### src/rtl/mem_bus_pkg.sv
// Shared definitions for the CPU read-side bus controller.
// Holds the controller state encoding and the default bus geometry.
package mem_bus_pkg;

    localparam int unsigned DefAddrW   = 32;
    localparam int unsigned DefDataW   = 32;
    localparam int unsigned DefTimeout = 16;

    typedef enum logic [1:0] {
        StIdle = 2'd0,
        StReq  = 2'd1,
        StDone = 2'd2,
        StErr  = 2'd3
    } state_e;

endpackage

### src/rtl/timeout_cnt.sv
// Cycle counter with synchronous clear, enable and terminal-count flag.
// Saturates at TIMEOUT-1 so it can never wrap back to zero.
module timeout_cnt #(
    parameter int unsigned TIMEOUT = 16
) (
    input  logic clk,
    input  logic rst,
    input  logic clr,
    input  logic en,
    output logic tc
);

    localparam int unsigned CntW = $clog2(TIMEOUT);
    localparam logic [CntW-1:0] Last = CntW'(TIMEOUT - 1);

    logic [CntW-1:0] cnt_q, cnt_d;

    always_comb begin
        cnt_d = cnt_q;
        if (clr) begin
            cnt_d = '0;
        end else if (en && (cnt_q != Last)) begin
            cnt_d = cnt_q + CntW'(1);
        end
    end

    always_ff @(posedge clk or posedge rst) begin
        if (rst) begin
            cnt_q <= '0;
        end else begin
            cnt_q <= cnt_d;
        end
    end

    assign tc = (cnt_q == Last);

endmodule

### src/rtl/mem_read_ctrl.sv
// Read-side bus controller: one outstanding read, variable-latency memory
// handshake, held read-data register and completion/timeout reporting.
module mem_read_ctrl
    import mem_bus_pkg::*;
#(
    parameter int unsigned ADDR_W  = DefAddrW,
    parameter int unsigned DATA_W  = DefDataW,
    parameter int unsigned TIMEOUT = DefTimeout
) (
    input  logic              clk,
    input  logic              rst,
    input  logic              cpu_req,
    input  logic [ADDR_W-1:0] cpu_addr,
    output logic              cpu_busy,
    output logic              cpu_done,
    output logic              cpu_err,
    output logic [DATA_W-1:0] cpu_data,
    output logic              mem_rd,
    output logic [ADDR_W-1:0] mem_addr,
    input  logic              mem_ack,
    input  logic [DATA_W-1:0] mem_rdata
);

    state_e state_q, state_d;
    logic   tc;

    logic              busy_q, done_q, err_q, rd_q;
    logic [ADDR_W-1:0] addr_q;
    logic [DATA_W-1:0] data_q;

    timeout_cnt #(
        .TIMEOUT(TIMEOUT)
    ) u_timeout_cnt (
        .clk(clk),
        .rst(rst),
        .clr(state_q != StReq),
        .en (state_q == StReq),
        .tc (tc)
    );

    // Ack is checked before the terminal count so a last-cycle ack still succeeds.
    always_comb begin
        state_d = state_q;
        unique case (state_q)
            StIdle:  if (cpu_req) state_d = StReq;
            StReq: begin
                if (mem_ack) begin
                    state_d = StDone;
                end else if (tc) begin
                    state_d = StErr;
                end
            end
            StDone:  state_d = StIdle;
            StErr:   state_d = StIdle;
            default: state_d = StIdle;
        endcase
    end

    // Outputs are decoded from the next state and registered alongside it.
    always_ff @(posedge clk or posedge rst) begin
        if (rst) begin
            state_q <= StIdle;
            busy_q  <= 1'b0;
            done_q  <= 1'b0;
            err_q   <= 1'b0;
            rd_q    <= 1'b0;
            addr_q  <= '0;
            data_q  <= '0;
        end else begin
            state_q <= state_d;
            busy_q  <= (state_d != StIdle);
            done_q  <= (state_d == StDone) || (state_d == StErr);
            err_q   <= (state_d == StErr);
            rd_q    <= (state_d == StReq);
            if ((state_q == StIdle) && cpu_req) begin
                addr_q <= cpu_addr;
            end
            if ((state_q == StReq) && mem_ack) begin
                data_q <= mem_rdata;
            end
        end
    end

    assign cpu_busy = busy_q;
    assign cpu_done = done_q;
    assign cpu_err  = err_q;
    assign cpu_data = data_q;
    assign mem_rd   = rd_q;
    assign mem_addr = addr_q;

endmodule

### config.mk
export PLATFORM = sky130hd
export DESIGN_NAME = mem_read_ctrl
export DESIGN_NICKNAME = d
export VERILOG_FILES = /design/src/rtl/mem_bus_pkg.sv /design/src/rtl/timeout_cnt.sv /design/src/rtl/mem_read_ctrl.sv
export SDC_FILE = /design/constraint.sdc
export NUM_CORES = 1
export LEC_CHECK = 0
export ABC_AREA = 1
export CAP_MARGIN = 20
export CORE_AREA = 2 2 124 90
export DETAILED_ROUTE_END_ITERATION = 16
export DIE_AREA = 0 0 126 92
export GPL_TIMING_DRIVEN = 0
export PLACE_DENSITY_LB_ADDON = 0.15
export SLEW_MARGIN = 20
export SYNTH_ARGS = -nofsm -noshare
export SYNTH_HDL_FRONTEND = slang
export SYNTH_HIERARCHICAL = 1
export SYNTH_SLANG_ARGS = --single-unit
### constraint.sdc
create_clock -name clk -period 7.2 [get_ports clk]
set_clock_uncertainty 0.1 [all_clocks]
set_input_delay 2.16 -clock clk [delete_from_list [all_inputs] [get_ports clk]]
set_output_delay 2.16 -clock clk [all_outputs]
set_load 0.01 [all_outputs]
-- Yosys cells after proc, flatten, opt, wreduce, memory -nomap -nowiden
Index checks and enable logic that the tools add are counted.
- register bits: 74
- input bits: 68
- word-level logic and storage cells: 32
- add/subtract/negate cells: 1
- equal/unequal tests: 9
- mux-type cells: 6
- reduce and logical (&&, ||, !) cells: 8
- operators by type and width (operator ; number):
    equality test 2 bit, second input constant ; 4
    2-to-1 mux 4 bit ; 2
    2-to-1 mux 2 bit ; 3
    one-hot mux 2 bit (3 select lines) ; 1
    adder 4 x 1 -> 4 bit, second input constant ; 1
    equality test 2 x 1 -> 1 bit, second input constant ; 2
    equality test 4 bit, second input constant ; 1
    != test 4 bit, second input constant ; 1
    nonzero test 2 bit ; 2
    logical AND 1 bit ; 3
    zero test 2 bit ; 1
    != test 2 x 1 -> 1 bit, second input constant ; 1
    OR reduction 2 bit ; 1
    logical OR 1 bit ; 1

-- Logic depth before layout (Yosys ltp)
- word-level depth: 6
- gate-level depth with buffers: 8
- mapped depth without buffers: 8

-- By module
The synthesis kept the hierarchy.
- modules (own cells, without submodules) (module ; times used ; cells each ; area an instance (um^2)):
    mem_read_ctrl ; 1 ; 299 ; 2940.3
    timeout_cnt ; 1 ; 30 ; 229.0

-- Worst setup path after synthesis
OpenSTA, ideal clock, no wires.
- path type: input port to flip-flop
- from: in cpu_req
- to: reg addr_q[0] (netlist: mem_addr[0])
- arrival time: 2.607 ns
- data required time: 6.983 ns
- slack: 4.376 ns
- stages: 5
- buffers on the path: 2
- cell sequence: buf_2 -> nand2_4 -> buf_6 -> nand2_1 -> nand2_1
- word-level cells in the longest chain between the ends: 1
- ends and longest elaborated chain (what ; RTL line ; text):
    from (decl) ; mem_read_ctrl.sv:12 ; input logic cpu_req,
    logical AND 1 bit ; mem_read_ctrl.sv:75 ; if ((state_q == StIdle) && cpu_req) begin
    to (signal assigned) ; mem_read_ctrl.sv:76 ; addr_q <= cpu_addr;
    to (decl) ; mem_read_ctrl.sv:28 ; logic [ADDR_W-1:0] addr_q;
No other way between the ends.
A chain may end at the register's enable or synchronous reset.

-- Worst setup path after layout
- from: reg done_q (netlist: cpu_done)
- to: out cpu_done
- RTL lines (what ; RTL line ; text):
    from (decl) ; mem_read_ctrl.sv:27 ; logic busy_q, done_q, err_q, rd_q;
    from (signal assigned) ; mem_read_ctrl.sv:72 ; done_q <= (state_d == StDone) || (state_d == StErr);
    to (decl) ; mem_read_ctrl.sv:15 ; output logic cpu_done,
No word-level cell between the ends.

==> reports/qor.csv <==
metric,value,unit
status,"complete, no violations",
netlist_area,0.003169,mm^2
ys_seq_area_share,57.64,%
synth_warnings,6,
fin_util,47.76,%
remaining_drc_errors,0,
initial_utilization,29.98,%
cp_max_fo,4,
cp_cell_sequence,clkdlybuf4s50_1,
critPathArrivalTime,1.37,ns
core,0.01057,mm^2
drive_gt1_share,15.83,%
finalHoldViolCount,0,
die_x,126,um
rsz0062_at_grt,no,
overflow,0,
via_count,2647,
nets,544,
grt_pass1_vias,2506,
grt_antenna_before_repair,0,
ctsHoldBuffers,0,
synth_top_area_cell,dfrtp_1,
synth_area_leaders,"dfrtp_1 (58%), nand2_1 (12%), o21ai_2 (7.5%), nand3_1 (5.8%), inv_1 (4.9%)",
placed_area,0.004703,mm^2
critPathLaunch,cpu_done,
cts_setup_buffers,0,
cts_root_buffer,clkbuf_16,
cp-start-kind,register,
cpPeakStageDelay,0.60,ns
firstDrtPassIters,4,
powerDensity,424.8,mW/mm^2
yosysTopAreaCellShare,57.64,%
cts_max_level,3,
viasPerCell,4.297,
finalSetupViolCount,0,
die_area,0.01159,mm^2
wire_per_inst,12.86,um
wirelength,7.924,mm
drv_cap,0,
clkSinkCount,73,
synth_commonest_cells,"nand2_1 (103), dfrtp_1 (73), inv_1 (41)",
io_pins,136,
critical_path_required,4.94,ns
clk_pin_slew,0.06,ns
die_height,92,um
max_freq,0.2755,GHz
tightest_slew,0.4535,ns
row_count,32,
hp-start,mem_addr[9],
insertion_delay,0.32,ns
reg2reg_from,cpu_done,
synth.most_common_cell,nand2_1,
min_period,3.629,ns
period_share,50.41,%
antenna_cells,0,
place.gp.congestion,0.7490,
fin_tns_setup,0,ns
hold_class,register to register,
portBuffers,134,
syn_area_per_cell,9.633,um^2
hpwl,5.864,mm
relSlewSlack,69.77,%
syn-num-nets,398,
post_cts_resized,0,
ir_drop,0.1466,mV
ant_nets,0,
yosys_most_used_dff,dfrtp_1,
ys_seq_elements,73,
timing.hold.ws,0.3695,ns
leakagePower,2.471,nW
clock_path_buffers,2,
grt_pass1_wl,12.85,mm
critPathKind,register to output port,
ys_types,22,
synthArstFlopShare,100.0,%
power,0.002145,W
crit_path_end_kind,output port,
slowest_stage,clkdlybuf4s50_1,
drt_first_iter_violations,140,
cts_buffers,9,
critical-path-top-delay-family,buffers and inverters,
nFillCells,1012,
grt_use_total,14.02,%
final_area,0.005049,mm^2
grt_max_degree,36,
slew_violations,0,
tritoncts,yes,
syn_inst,329,
synth_edf_count,0,
worst-path-buf-inv,1,
area_delta_synth_final,59.30,%
area by class of cell:
| class | instances | area, um^2 | area share, % |
|---|---|---|---|
| Buffer | 18 | 181.4 | 3.594 |
| Clock buffer | 11 | 242.7 | 4.808 |
| Clock inverter | 5 | 102.6 | 2.032 |
| Inverter | 43 | 163.9 | 3.247 |
| Multi-Input combinational cell | 195 | 999.7 | 19.80 |
| Sequential cell | 73 | 1827 | 36.18 |
| Tap cell | 136 | 170.2 | 3.371 |
| Timing Repair Buffer | 135 | 1361 | 26.96 |
metal layers:
layer / wire (um) / share of wire, % / GRT usage, % / up-vias
met1: 3769 / 48 / 19.33 / 1270
met2: 3730 / 47 / 21.28 / 58
li1: - / - / - / 1312
met5: 0 / 0 / 0 / -
met4: 68 / 0.86 / 4.396 / 0
met3: 355 / 4.5 / 4.142 / 7
worst paths after layout:
path | endpoint | slack, ns | depth (start not counted)
min in group asynchronous | u_timeout_cnt/cnt_q[1] | 2.01 | 2
max in group asynchronous | mem_addr[6] | 4.33 | 3
min reg2reg | mem_addr[9] | 0.37 | 2
max reg2reg | u_timeout_cnt/cnt_q[0] | 5.86 | 8
min | mem_addr[9] | 0.37 | 2
max | cpu_done | 3.57 | 1
power breakdown:
part           internal (W)  switching, W
sequential         0.000596      0.000103
clock              0.000347      0.000166
combinational      0.000505      0.000428
cells by family (layout without fill, tap and decap cells):
| group | after synthesis | in the layout | synth area share, % |
|---|---|---|---|
| simple gates | 159 | 159 | 22.31 |
| flops | 73 | 73 | 57.64 |
| buf+inv | 61 | 212 | 10.82 |
| compound gates | 34 | 34 | 8.567 |
| fa+ha+maj | 1 | 1 | 0.3947 |
| xor+xnor | 1 | 1 | 0.2764 |
layout by cell type (no fill, tap or decap), types with 3 or more instances in the layout:
| master | count |
|---|---|
| inv_1 | 40 |
| nand2_2 | 8 |
| buf_6 | 7 |
| buf_4 | 3 |
| buf_2 | 5 |
| dfrtp_1 | 73 |
| buf_12 | 3 |
| clkdlybuf4s50_1 | 134 |
| nand4_1 | 3 |
| bufinv_16 | 3 |
| nor2_1 | 4 |
| nand2_1 | 103 |
| o21ai_1 | 5 |
| o21ai_2 | 27 |
| clkbuf_16 | 9 |
| nand3_1 | 37 |
per-stage QoR:
| stage | instances | setup WS, ns |
|---|---|---|
| CTS | 616 | 3.553 |
| floorplan | 329 | 3.200 |
| finish | 616 | 3.571 |
| global route | 616 | 3.535 |
| detailed placement | 600 | 3.656 |
| global placement | 599 | 1.794 |
sequential cells by signal, indices dropped and copies added, names as in the netlist:
name                 cells
mem_rd                   1
state_q                  1
cpu_busy                 1
u_timeout_cnt/cnt_q      4
cpu_err                  1
cpu_data                32
mem_addr                32
cpu_done                 1
No activity file was read; power rests on OpenSTA's default activity.
